===== src/rtl/matmul_job_scheduler.sv =====
// Splits an R x C matrix product into row-major dot-product jobs and deals them round-robin
// to MAC lanes. Defining MATMUL_SCHED_PERF_EN adds the cycle_count performance counter.
module matmul_job_scheduler #(
    parameter int NUM_LANES = 2,
    parameter int DIM_W     = 4
) (
    input  logic                 clk,
    input  logic                 rst,
    input  logic                 start,
    input  logic [DIM_W-1:0]     a_rows,
    input  logic [DIM_W-1:0]     b_cols,
    input  logic [DIM_W-1:0]     inner,
    output logic                 busy,
    output logic                 done,
    output logic                 err,
    output logic [NUM_LANES-1:0] job_valid,
    input  logic [NUM_LANES-1:0] job_ready,
    output logic [DIM_W-1:0]     job_row,
    output logic [DIM_W-1:0]     job_col,
    output logic [DIM_W-1:0]     job_len,
    input  logic [NUM_LANES-1:0] lane_done,
    output logic [2*DIM_W-1:0]   jobs_issued
`ifdef MATMUL_SCHED_PERF_EN
    ,
    output logic [15:0]          cycle_count
`endif
);

    localparam int LANE_W = (NUM_LANES > 1) ? $clog2(NUM_LANES) : 1;
    localparam int CNT_W  = 2 * DIM_W;

    localparam logic [1:0] ST_IDLE     = 2'b00;
    localparam logic [1:0] ST_DISPATCH = 2'b01;
    localparam logic [1:0] ST_DRAIN    = 2'b10;
    localparam logic [1:0] ST_DONE     = 2'b11;

    logic [1:0]           state;
    logic [DIM_W-1:0]     dim_r;
    logic [DIM_W-1:0]     dim_c;
    logic [DIM_W-1:0]     row;
    logic [DIM_W-1:0]     col;
    logic [NUM_LANES-1:0] lane_busy;
    logic [LANE_W-1:0]    rr_ptr;
    logic [LANE_W-1:0]    offer_lane;

    logic [NUM_LANES-1:0] free_mask;
    logic [LANE_W-1:0]    pick_lane;
    logic                 pick_found;
    logic [NUM_LANES-1:0] pick_onehot;
    logic [NUM_LANES-1:0] offer_onehot;
    logic [LANE_W-1:0]    rr_next;
    logic                 accept;
    logic                 last_job;
    logic                 dims_ok;

    // A lane finishing this cycle is already treated as free so it can be offered next cycle.
    assign free_mask    = ~(lane_busy & ~lane_done);
    assign pick_onehot  = NUM_LANES'(1) << pick_lane;
    assign offer_onehot = NUM_LANES'(1) << offer_lane;
    assign accept       = |(job_valid & job_ready);
    assign last_job     = (row == dim_r - DIM_W'(1)) && (col == dim_c - DIM_W'(1));
    assign dims_ok      = (a_rows != '0) && (b_cols != '0) && (inner != '0);
    assign rr_next      = (offer_lane == LANE_W'(NUM_LANES - 1)) ? '0 : offer_lane + LANE_W'(1);

    // First pass covers rr_ptr..top, second pass wraps around to the low lanes.
    always_comb begin
        pick_found = 1'b0;
        pick_lane  = '0;
        for (int j = 0; j < NUM_LANES; j++) begin
            if (!pick_found && free_mask[j] && (LANE_W'(j) >= rr_ptr)) begin
                pick_found = 1'b1;
                pick_lane  = LANE_W'(j);
            end
        end
        for (int j = 0; j < NUM_LANES; j++) begin
            if (!pick_found && free_mask[j]) begin
                pick_found = 1'b1;
                pick_lane  = LANE_W'(j);
            end
        end
    end

    always_ff @(posedge clk) begin
        if (!rst) begin
            state       <= ST_IDLE;
            dim_r       <= '0;
            dim_c       <= '0;
            row         <= '0;
            col         <= '0;
            lane_busy   <= '0;
            rr_ptr      <= '0;
            offer_lane  <= '0;
            busy        <= 1'b0;
            done        <= 1'b0;
            err         <= 1'b0;
            job_valid   <= '0;
            job_row     <= '0;
            job_col     <= '0;
            job_len     <= '0;
            jobs_issued <= '0;
        end else begin
            done      <= 1'b0;
            err       <= 1'b0;
            lane_busy <= (lane_busy & ~lane_done) | (accept ? offer_onehot : '0);
            case (state)
                ST_IDLE: begin
                    if (start) begin
                        if (dims_ok) begin
                            dim_r       <= a_rows;
                            dim_c       <= b_cols;
                            row         <= '0;
                            col         <= '0;
                            jobs_issued <= '0;
                            busy        <= 1'b1;
                            state       <= ST_DISPATCH;
                            job_row     <= '0;
                            job_col     <= '0;
                            job_len     <= inner;
                            job_valid   <= pick_found ? pick_onehot : '0;
                            offer_lane  <= pick_lane;
                        end else begin
                            err <= 1'b1;
                        end
                    end
                end
                ST_DISPATCH: begin
                    // An offer stays frozen until accepted; re-arbitration happens only once it is gone.
                    if (accept) begin
                        job_valid   <= '0;
                        jobs_issued <= jobs_issued + CNT_W'(1);
                        rr_ptr      <= rr_next;
                        if (col == dim_c - DIM_W'(1)) begin
                            col <= '0;
                            row <= row + DIM_W'(1);
                        end else begin
                            col <= col + DIM_W'(1);
                        end
                        if (last_job) begin
                            state <= ST_DRAIN;
                        end
                    end else if ((job_valid == '0) && pick_found) begin
                        job_valid  <= pick_onehot;
                        offer_lane <= pick_lane;
                        job_row    <= row;
                        job_col    <= col;
                    end
                end
                ST_DRAIN: begin
                    if (lane_busy == '0) begin
                        state <= ST_DONE;
                        done  <= 1'b1;
                        busy  <= 1'b0;
                    end
                end
                ST_DONE: begin
                    state <= ST_IDLE;
                end
                default: begin
                    state <= ST_IDLE;
                end
            endcase
        end
    end

`ifdef MATMUL_SCHED_PERF_EN
    always_ff @(posedge clk) begin
        if (!rst) begin
            cycle_count <= '0;
        end else if ((state == ST_IDLE) && start && dims_ok) begin
            cycle_count <= '0;
        end else if (((state == ST_DISPATCH) || (state == ST_DRAIN)) && (cycle_count != 16'hFFFF)) begin
            cycle_count <= cycle_count + 16'd1;
        end
    end
`endif

endmodule


===== config.mk =====
export PLATFORM = sky130hd
export DESIGN_NAME = matmul_job_scheduler
export DESIGN_NICKNAME = d
export VERILOG_FILES = /design/src/rtl/matmul_job_scheduler.sv
export SDC_FILE = /design/constraint.sdc
export NUM_CORES = 1
export LEC_CHECK = 0
export ABC_AREA = 1
export BUFFER_PORTS_ARGS = -buffer_cell sky130_fd_sc_hd__buf_4
export CAP_MARGIN = 20
export CORE_MARGIN = 2
export CORE_UTILIZATION = 60
export CTS_CLUSTER_DIAMETER = 30
export DETAILED_ROUTE_END_ITERATION = 8
export GPL_TIMING_DRIVEN = 0
export PLACE_DENSITY = 0.92
export SYNTH_ARGS = -nofsm -noshare
export SYNTH_HDL_FRONTEND = slang
export SYNTH_SLANG_ARGS = --single-unit

===== constraint.sdc =====
create_clock -name clk -period 2.9 [get_ports clk]
set_input_delay 0.435 -clock clk [delete_from_list [all_inputs] [get_ports clk]]
set_output_delay 0.435 -clock clk [all_outputs]
set_load 0.02 [all_outputs]

* Yosys cells after proc, flatten, opt, wreduce, memory -nomap -nowiden *
Cells that the tools add are included.

word-level totals
  ROM bits = 0
  bits of input ports = 19
  bits in writable memories = 0
  bits in latches = 0
  output and inout port bits = 25
  memories = 0
  logic and storage cells = 126
  flip-flop bits (word level) = 47

operators by class
  reductions and logical operators = 31
  $lt $le $gt $ge = 2
  multiply operators = 0
  muxes and demuxes = 50
  add/sub/neg operators = 6
  equal/unequal tests = 14
  shifts and indexed selects = 2
  divide/modulo/power cells = 0
  bitwise gates (word level) = 5

operators by type and width
  kind                                               count
  2-to-1 mux 4 bit                                   10
  one-hot mux 4 bit (2 select lines)                 4
  2-to-1 mux 8 bit                                   3
  2-to-1 mux 2 bit                                   11
  2-to-1 mux 1 bit                                   17
  != test 2 bit (second input constant)              8
  one-hot mux 8 bit (2 select lines)                 1
  AND reduction 5 bit                                3
  AND reduction 4 bit                                3
  nonzero test 4 bit                                 3
  logical AND 1 bit                                  9
  adder 4 x 1 -> 4 bit (second input constant)       2
  adder 8 x 1 -> 8 bit (second input constant)       1
  == test 4 bit                                      2
  one-hot mux 2 bit (4 select lines)                 1
  subtractor 4 x 1 -> 4 bit (second input constant)  2
  zero test 2 bit                                    3
  AND reduction 3 bit                                2
  AND 2 bit                                          2
  == test 2 bit (second input constant)              2
  inverter 2 bit                                     2
  one-hot mux 1 bit (2 select lines)                 2
  one-hot mux 2 bit (2 select lines)                 1
  AND reduction 2 bit                                2
  other kinds (9)                                    14

* Depth between registers and ports, before layout *
Gate-level depths: netlist of the first run.

  word-level depth = 20
  mapped depth = 14
  gate-level depth less buffers = 14

* Worst setup path before layout of the first run *
No wires, ideal clock.

  path type = reg-to-reg
  start point = register dim_c[0]
  end point = register row[0]
  setup time = 0.114 ns
  arrival = 1.370 ns
  stages on the path, launching flop included = 11
  setup slack = 1.416 ns
  required time = 2.786 ns
  clock period less this slack = 1.484 ns
  buffers on the path = 0
  path through = dfxtp_1 inv_1 ha_1 xor2_1 nand2_1 nor2_1 nand2_1 nand2_2 nand2_2 a21oi_1 nor2_1

between the ends
  cells in the longest elaborated chain, start to end = 4

RTL lines
  item                           line  RTL
  from (decl)                    39    logic [DIM_W-1:0] dim_c;
  from (signal assigned)         110   dim_c <= b_cols;
  subtractor 4 x 1 -> 4 bit      132   if (col == dim_c - DIM_W'(1)) begin
  == test 4 bit                  132
  != test 2 bit (no line)        --
  AND reduction 5 bit (no line)  --
  to (signal assigned)           134   row <= row + DIM_W'(1);
  to (decl)                      40    logic [DIM_W-1:0] row;

No other way between the ends.
A chain may end at the register's enable or synchronous reset.

* Worst setup path in the final report of the first run *
Ends and elaborated chain as after synthesis.

==> metrics, run 1 <==
Reg2Reg Launch Point=dim_c[0]; largest net degree at the start of global routing=16; Worst path slowest cell=dfxtp_1; Buf+Inv Stages, Crit Path=1; DRT Wirelength=roughly 5500 um; Synth cell types=34; IO buf count=43; crit-path most repeated cell=nand2_1; startpoint types=register; Hold Path End=job_len[1]; clock-pin slew on the worst setup and hold paths=approximately 90 ps; register bit total from synthesis=47; Critical Path Sink Type=register; Fill cells=about 320; CTS H-Tree Depth=2; FF-to-FF setup slack=between 1000 and 1500 ps; DPL Wire Length=4080 um; Multi-input gate area=1300 um2; worst path required time=3140 ps; hold_sp=inner[1]; critical-path cell list=inv_1, ha_1, xor2_1, nand2_1, nor2_1, nand2_1, nand2_2, nand2_2, nand2_1, nand2_1, nor2_1; dpl ws=1150 ps; total global routing overflow=0; YS warnings=0; vias in the first global route=approximately 2200; FF/Latch Area=941 um2; Hold Path Class=in2reg; post-CTS sizing=0; first-pass GRT wire length=roughly 9300 um; initial antenna violation count=0; crit path kind=reg2reg; # hold bufs at CTS=0; CTS tree=built; Final setup violation count=0; number of iterations in the first detailed-routing pass=4; Final Skew=10.3 ps; leakage=roughly 0.0014 uW; WL/cell=around 13 um; Largest stage delay, worst path=380 ps; Antenna diodes=0; status=complete, no violations; WP data arrival=~2000 ps; post-route minimum period=1760 ps; Post-Syn Instances=around 340; Final period util=60.6%; # Post-CTS Setup Buffers=0; reg2reg end=row[0]; Achievable Freq=about 570 MHz; die footprint=between 4000 and 5000 um2; die width=approximately 68 um; Setup WS post-layout=approximately 1100 ps; number of I/O pins=44; syn avg cell area=slightly above 7 um2; CTS sink cnt=47; worst skew pair latency=310 ps; Tot GR Track Use=between 20% and 30%; Core Footprint=about 4000 um2; PD cells=845 nW/um2; Hold Vio Cnt, Final=0; Syn-to-layout area delta=20.6%; Starting DRT DRC Count=171; Placer Congestion=0.874; root buffer cell=clkbuf_8; layout cells sized above 1=between 20% and 30%; initial core utilization=61.9%; post-synth design cell area=around 2500 um2; vias=between 2000 and 2500; syn nets=roughly 370; antenna-violating nets left=0; max cap viols=0; detailed-route vias per instance=5.29; CP delay by family, top=simple AND/OR/NAND/NOR gates; RSZ-0062 raised after global routing=no; Least-Margin Pin Slew=just over 600 ps; CTS buffer count=5; die height=between 60 and 70 um; post-layout util=74.6%; register area share after synthesis=roughly two fifths; R2R depth=11; Layout Nets=about 420; TNS Setup=0 ps; maximum vdd drop=around 780 uV; site row count=23; # DRC=0; relative max-transition margin=59.0%; Max Fanout on Critical Path=8; hold path depth=3; CTS Buffer Depth=2; Pins Over Slew Limit=0
[kinds of logic (layout without fill, tap and decap cells)]
family          Yosys count  count (layout)  share of synthesized area (%)
compound gates           56              56                           13.4
buf+inv                  50             101                           8.96
fa+ha+maj                 8               8                           4.07
xor+xnor                  8               8                           2.85
simple gates            173             173                           32.4
flops                    47              47                           38.3
[state kept, by name, indices dropped and copies added (netlist names)]
name / count
busy: 1
rr_ptr: 1
row: 4
col: 4
state: 2
jobs_issued: 8
lane_busy: 2
job_row: 4
job_valid: 2
job_len: 4
job_col: 4
err: 1
done: 1
dim_c: 4
offer_lane: 1
dim_r: 4
[routing by layer]
metal / vias to the layer above / share of wire (%) / global-route usage (%)
met2: 71 / 49 / 46.0
met5: - / 0 / 0
met4: 0 / 2.3 / 10.8
met1: 1066 / 41 / 32.0
li1: 1193 / - / -
met3: 13 / 6.9 / 6.09
[cell usage in the layout (no fill, tap or decap), types with 8 or more instances in the layout]
cell | netlist | final
nand3_1 | 14 | 14
inv_1 | 34 | 34
ha_1 | 8 | 8
nand3_2 | 10 | 10
a21oi_2 | 8 | 8
o21ai_0 | 16 | 16
a21oi_1 | 24 | 24
dfxtp_1 | 47 | 47
nand2_1 | 79 | 79
nor2_1 | 50 | 50
buf_4 | 2 | 45
[synth_stat cells]
cell type  instances  area share [%]
nand4_1            6             1.5
buf_1              1            0.15
inv_1             34             5.2
nor2_1            50             7.6
o21bai_1           1            0.31
xnor2_1            4             1.4
nor3_1             1            0.20
o21ai_0           16             3.3
nand3_2           10             4.1
nand3_1           14             2.9
inv_2              6            0.92
a21oi_2            8             2.9
or2_2              1            0.25
nand2_4            1            0.46
o211ai_1           1            0.31
a21oi_1           24             4.9
nand2_1           79              12
nand2_2            6             1.5
o22ai_1            1            0.25
dfxtp_1           47              38
a31oi_1            1            0.25
ha_1               8             4.1
buf_2              2            0.41
clkbuf_1           2            0.31
a31o_2             1            0.36
buf_4              2            0.61
buf_6              2            0.92
or2_1              2            0.51
a21o_1             1            0.31
a211oi_1           2            0.61
inv_8              1            0.46
xor2_1             4             1.4
nor2_2             2            0.51
nor2_8             1            0.81
[cell type report]
type                    instances  area share (%)
clock inverters                 2            1.31
well taps                      50            2.11
plain buffers                   9            1.98
repair buffers                 43            10.9
multi-input cells             245            43.7
inverters                      41            5.45
flip-flops and latches         47            31.7
clock buffers                   6            2.79
[worst reg2reg max path: stages, from the launching register on]
cell	delay, ps
dfxtp_1	380
inv_1	80
ha_1	310
xor2_1	140
nand2_1	70
nor2_1	130
nand2_1	110
nand2_2	130
nand2_2	120
nand2_1	90
nand2_1	50
nor2_1	90
[how the worst max path moves through the flow]
stage / start / end / slack [ps] / cells past startpoint
2_1_floorplan: dim_c[0] / row[0] / 1420 / 10
3_3_place_gp: state[0] / dim_c[3] / 1210 / 8
3_5_place_dp: state[0] / dim_c[3] / 1150 / 8
4_1_cts: dim_c[0] / row[0] / 1140 / 11
5_1_grt: state[0] / job_len[2] / 960 / 8
6_report: dim_c[0] / row[0] / 1140 / 11
[power by group]
group	switching [uW]	leakage (uW)	internal [uW]
Sequential	71.3	0.000383	737
Clock	230	0.0000618	284
Combinational	772	0.000908	410
[per-stage QoR]
step,power [uW],area (um2),hold slack [ps],cells
2_1_floorplan,1720,2460,444,342
3_3_place_gp,1950,2840,456,435
3_5_place_dp,1990,2840,464,435
4_1_cts,2500,2960,358,443
5_1_grt,2680,2960,385,443
6_report,2500,2960,360,443
No activity file was read; power rests on OpenSTA's default activity.
==> run 2: changes to the inputs <==
--- a/config.mk
+++ b/config.mk
@@ -9,11 +9,11 @@
 export BUFFER_PORTS_ARGS = -buffer_cell sky130_fd_sc_hd__buf_4
 export CAP_MARGIN = 20
 export CORE_MARGIN = 2
-export CORE_UTILIZATION = 60
+export CORE_UTILIZATION = 55
 export CTS_CLUSTER_DIAMETER = 30
 export DETAILED_ROUTE_END_ITERATION = 8
 export GPL_TIMING_DRIVEN = 0
-export PLACE_DENSITY = 0.92
+export PLACE_DENSITY = 0.86
 export SYNTH_ARGS = -nofsm -noshare
 export SYNTH_HDL_FRONTEND = slang
 export SYNTH_SLANG_ARGS = --single-unit
==> constraint.sdc (replaced) <==
create_clock -name clk -period 1.75 [get_ports clk]
set_input_delay 0.2625 -clock clk [delete_from_list [all_inputs] [get_ports clk]]
set_output_delay 0.2625 -clock clk [all_outputs]
set_load 0.02 [all_outputs]
==> metrics, run 2 (same netlist as run 1, synthesis figures left out) <==
CTS H-Tree Depth=2; PD cells=between 1000 and 1500 nW/um2; Layout Nets=419; Hold Path Class=in2reg; Hold Vio Cnt, Final=0; site row count=24; layout cells sized above 1=24.9%; maximum vdd drop=about 1000 uV; CTS sink cnt=between 40 and 50; max cap viols=0; RSZ-0062 raised after global routing=yes; Core Footprint=4320 um2; root buffer cell=clkbuf_8; Final setup violation count=0; CTS Buffer Depth=2; number of I/O pins=44; vias=2348; Critical Path Sink Type=register; startpoint types=register; Post-DP Area=between 2000 and 3000 um2; relative max-transition margin=~58%; worst skew pair latency=~310 ps; max reg flops=8; total chip power=roughly 4000 uW; post-layout util=68.4%; Top reg by flops=jobs_issued; post-route minimum period=roughly 1700 ps; die height=around 70 um; DRT Wirelength=5450 um; Fill cells=379; Pins Over Slew Limit=0; die footprint=5020 um2; commonest non-fill, non-tap cells in the layout=nand2_1, nor2_1, dfxtp_1; WP data arrival=about 1900 ps; DPL Wire Length=4000 um; total global routing overflow=0; CTS buffer count=5; vias in the first global route=~2100; detailed-route vias per instance=5.28; Antenna diodes=0; TNS Setup=0 ps; WL/cell=12.2 um; initial core utilization=56.8%; Final period util=between 90% and 100%; Syn-to-layout area delta=20.4%; clock-pin slew on the worst setup and hold paths=~90 ps; initial antenna violation count=0; number of iterations in the first detailed-routing pass=4; antenna-violating nets left=0; worst path required time=roughly 2000 ps; die width=70.8 um; hold slack=183 ps; Starting DRT DRC Count=155; # DRC=0; Multi-input gate area=1320 um2; first-pass GRT wire length=between 9000 and 10000 um; Final Skew=between 9 and 10 ps; largest net degree at the start of global routing=16; IO buf count=43; Max Fanout on Critical Path=8; FF/Latch Area=942 um2; design area=just under 3000 um2; CTS tree=built; Achievable Freq=slightly below 600 MHz; Tot GR Track Use=22.9%; status=complete, no violations; Placer Congestion=about 0.89; commonest non-fill, non-tap cell in the layout=nand2_1; crit path kind=reg2reg; leakage=roughly 0.0013 uW; Least-Margin Pin Slew=just over 600 ps
[run 2: timing repair]
item                       CTS  global route
gates resized for setup      0             7
setup endpoints to repair    0            36
hold buffers                 0             0
buffers inserted             0             0
[run 2: worst paths after layout]
kind	from	end	slack [ps]	cells after the start
setup reg to reg	dim_c[0]	row[0]	70	10
hold / removal	inner[3]	job_len[3]	180	3
setup / recovery	dim_c[0]	row[0]	70	10
hold reg to reg	jobs_issued[4]	jobs_issued[4]	470	2
[run 2: cell type report]
type / count / share of cell area [%]
Tap cell: 52 / 2.20
Sequential cell: 47 / 31.8
Multi-Input combinational cell: 245 / 44.5
Buffer: 9 / 2.11
Clock buffer: 5 / 2.33
Timing Repair Buffer: 43 / 10.9
Inverter: 41 / 5.45
Clock inverter: 3 / 0.677
[run 2: stage by stage]
stage	cells	worst slack, ps
floorplan	342	266
global placement	437	52.2
detailed placement	437	34.7
CTS	445	19.4
global route	445	-18.6
finish	445	73.6
[run 2: routing by layer]
layer / up-vias / GRT usage, % / share of wire [%]
li1: 1193 / - / -
met1: 1071 / 28.1 / 44
met2: 77 / 39.8 / 48
met3: 7 / 5.13 / 6.2
met4: 0 / 7.34 / 0.92
met5: - / 0 / 0
[run 2: critical path: stages (launching register included)]
cell and delay (ps):
dfxtp_2 360, inv_1 60, ha_1 320, xor2_1 140
nand2_1 60, nor2_1 100, nand2_1 90, nand2_2 120
nand2_2 130, a21oi_1 150, nor2_1 50
[run 2: report_power, final]
group          internal, uW  leakage (uW)  switching [uW]
sequential             1220      0.000383             120
combinational           720      0.000910            1300
clock                   278     0.0000402             383
==> run 3: changes to the inputs <==
--- a/config.mk
+++ b/config.mk
@@ -8,12 +8,14 @@
 export ABC_AREA = 1
 export BUFFER_PORTS_ARGS = -buffer_cell sky130_fd_sc_hd__buf_4
 export CAP_MARGIN = 20
-export CORE_MARGIN = 2
+export CORE_ASPECT_RATIO = 1.25
+export CORE_MARGIN = 1.5
 export CORE_UTILIZATION = 55
 export CTS_CLUSTER_DIAMETER = 30
 export DETAILED_ROUTE_END_ITERATION = 8
 export GPL_TIMING_DRIVEN = 0
 export PLACE_DENSITY = 0.86
+export RECOVER_POWER = 50
 export SYNTH_ARGS = -nofsm -noshare
 export SYNTH_HDL_FRONTEND = slang
 export SYNTH_SLANG_ARGS = --single-unit
==> metrics, run 3 (same netlist as run 1, synthesis figures left out) <==
die footprint=4880 um2; initial core utilization=56.4%; Pins Over Slew Limit=0; Hold Path End=job_len[1]; commonest non-fill, non-tap cell in the layout=nand2_1; Antenna diodes=0; Hold Path Class=in2reg; top sig layer=met4; Layout Nets=roughly 420; WL/cell=approximately 12 um; hold path depth=3; CTS H-Tree Depth=2; Hold Vio Cnt, Final=0; initial antenna violation count=0; design area=approximately 3000 um2; maximum vdd drop=approximately 930 uV; clock-pin slew on the worst setup and hold paths=90 ps; Achievable Freq=between 600 and 700 MHz; largest net degree at the start of global routing=15; CTS sink cnt=between 40 and 50; FF-to-FF setup slack=approximately 97 ps; post-route minimum period=1650 ps; critical-path cell list=inv_1, ha_1, inv_1, nand2_1, nand2_1, nand2_1, nand2_1, nor2_2, nand2_2, nand2_4, nand2_4, nand2_1, a21oi_2; post-layout util=67.4%; relative max-transition margin=57.7%; DR WL met3=240 um; Reg2Reg Launch Point=dim_c[0]; commonest non-fill, non-tap cells in the layout=nand2_1, nor2_1, dfxtp_1; reg2reg end=row[3]; CTS tree=built; DPL Wire Length=3950 um; die width=about 63 um; IO buf count=43; Top reg by flops=jobs_issued; worst skew pair latency=approximately 300 ps; crit path kind=reg2reg; Tot GR Track Use=23.4%; antenna-violating nets left=0; metal2 WL=around 2900 um; Final setup violation count=0; Critical Path Sink Type=register; Fill cells=between 300 and 400; Syn-to-layout area delta=19.5%; die height=77.7 um; hold_sp=inner[1]; total global routing overflow=0; Worst path slowest cell=dfxtp_2; Post-DP Area=2850 um2; vias in the first global route=between 2000 and 2500; DRT Wirelength=around 5600 um; site row count=27; number of iterations in the first detailed-routing pass=4; Final Skew=just over 6 ps; first-pass GRT wire length=9150 um; PD cells=1410 nW/um2; CTS buffer count=5; Final period util=about 94%; status=complete, no violations; layout cells sized above 1=around a fifth; Post-Route M1 WL=2310 um; max cap viols=0; Placer Congestion=~0.88; Max Fanout on Critical Path=8; crit-path most repeated cell=nand2_1; Starting DRT DRC Count=151; detailed-route vias per instance=between 5 and 6; CTS Buffer Depth=2; worst path required time=~1900 ps; # DRC=0; Least-Margin Pin Slew=635 ps; Largest stage delay, worst path=330 ps; leakage=approximately 0.0012 uW; Core Footprint=between 4000 and 5000 um2; startpoint types=register; WP data arrival=1830 ps; number of I/O pins=44; vias=2355; root buffer cell=clkbuf_8; R2R depth=13; max reg flops=8
[run 3: cell types whose count changed in the layout (fill, tap and decap cells not counted), moves of 2 or more]
cell,previous run,this run
a21oi_2,8,10
nor2_1,49,46
nand2_4,1,3
buf_4,44,19
nor2_2,2,5
a21oi_1,24,22
clkbuf_1,2,30
[run 3: what timing repair did]
| item | CTS | global route |
|---|---|---|
| endpoints found under the setup margin | 2 | 32 |
| setup buffers | 0 | 2 |
| pin swaps | 0 | 6 |
| endpoints found under the hold margin | 0 | 0 |
| hold buffers | 0 | 0 |
| gates resized for setup | 2 | 16 |
| gates cloned | 0 | 0 |
[run 3: layout make-up]
class	instances	area [um2]	share of cell area, %
Inverter	41	161	5.50
Sequential cell	47	943	32.1
Tap cell	58	72.6	2.47
Buffer	9	62.6	2.13
Timing Repair Buffer	45	253	8.61
Clock inverter	2	12.5	0.426
Clock buffer	6	72.6	2.47
Multi-Input combinational cell	245	1360	46.2
[run 3: critical path: cells and delay by family, from the launching register on]
| family | cells | cell delay (ps) |
|---|---|---|
| AND/OR/NAND/NOR | 9 | 830 |
| buffers and inverters | 2 | 130 |
| AO/OA/AOI/OAI | 1 | 60 |
| adder cells (fa/ha/maj) | 1 | 180 |
| flip-flops | 1 | 330 |
[run 3: per-layer routing]
metal	vias to the layer above	GRT usage, %
met1	1069	27.2
li1	1201	-
met5	-	0
met2	68	41.9
met4	0	9.33
met3	17	4.49
[run 3: through the flow]
step | std cells | hold WS (ps) | setup TNS, ps | setup WS [ps] | total power, uW
2_1_floorplan | 342 | 397 | 0 | 266 | 2840
3_3_place_gp | 443 | 453 | 0 | 56.6 | 3240
3_5_place_dp | 443 | 463 | 0 | 8.97 | 3300
4_1_cts | 451 | 198 | 0 | 23.0 | 3960
5_1_grt | 453 | 190 | -230 | -77.3 | 4450
6_report | 453 | 201 | 0 | 96.9 | 4150
[run 3: worst max path at each step]
stage,startpoint,end,depth (start not counted)
detailed placement,state[0],job_len[1],8
global route,dim_c[1],col[0],13
floorplan,dim_c[0],row[0],10
global placement,state[0],dim_c[3],8
finish,dim_c[0],row[3],13
CTS,dim_c[0],row[0],10
[run 3: where the power goes]
| part | switching [uW] | total [uW] | internal, uW |
|---|---|---|---|
| logic | 1380 | 2170 | 787 |
| registers | 118 | 1340 | 1220 |
| clock network | 364 | 643 | 280 |
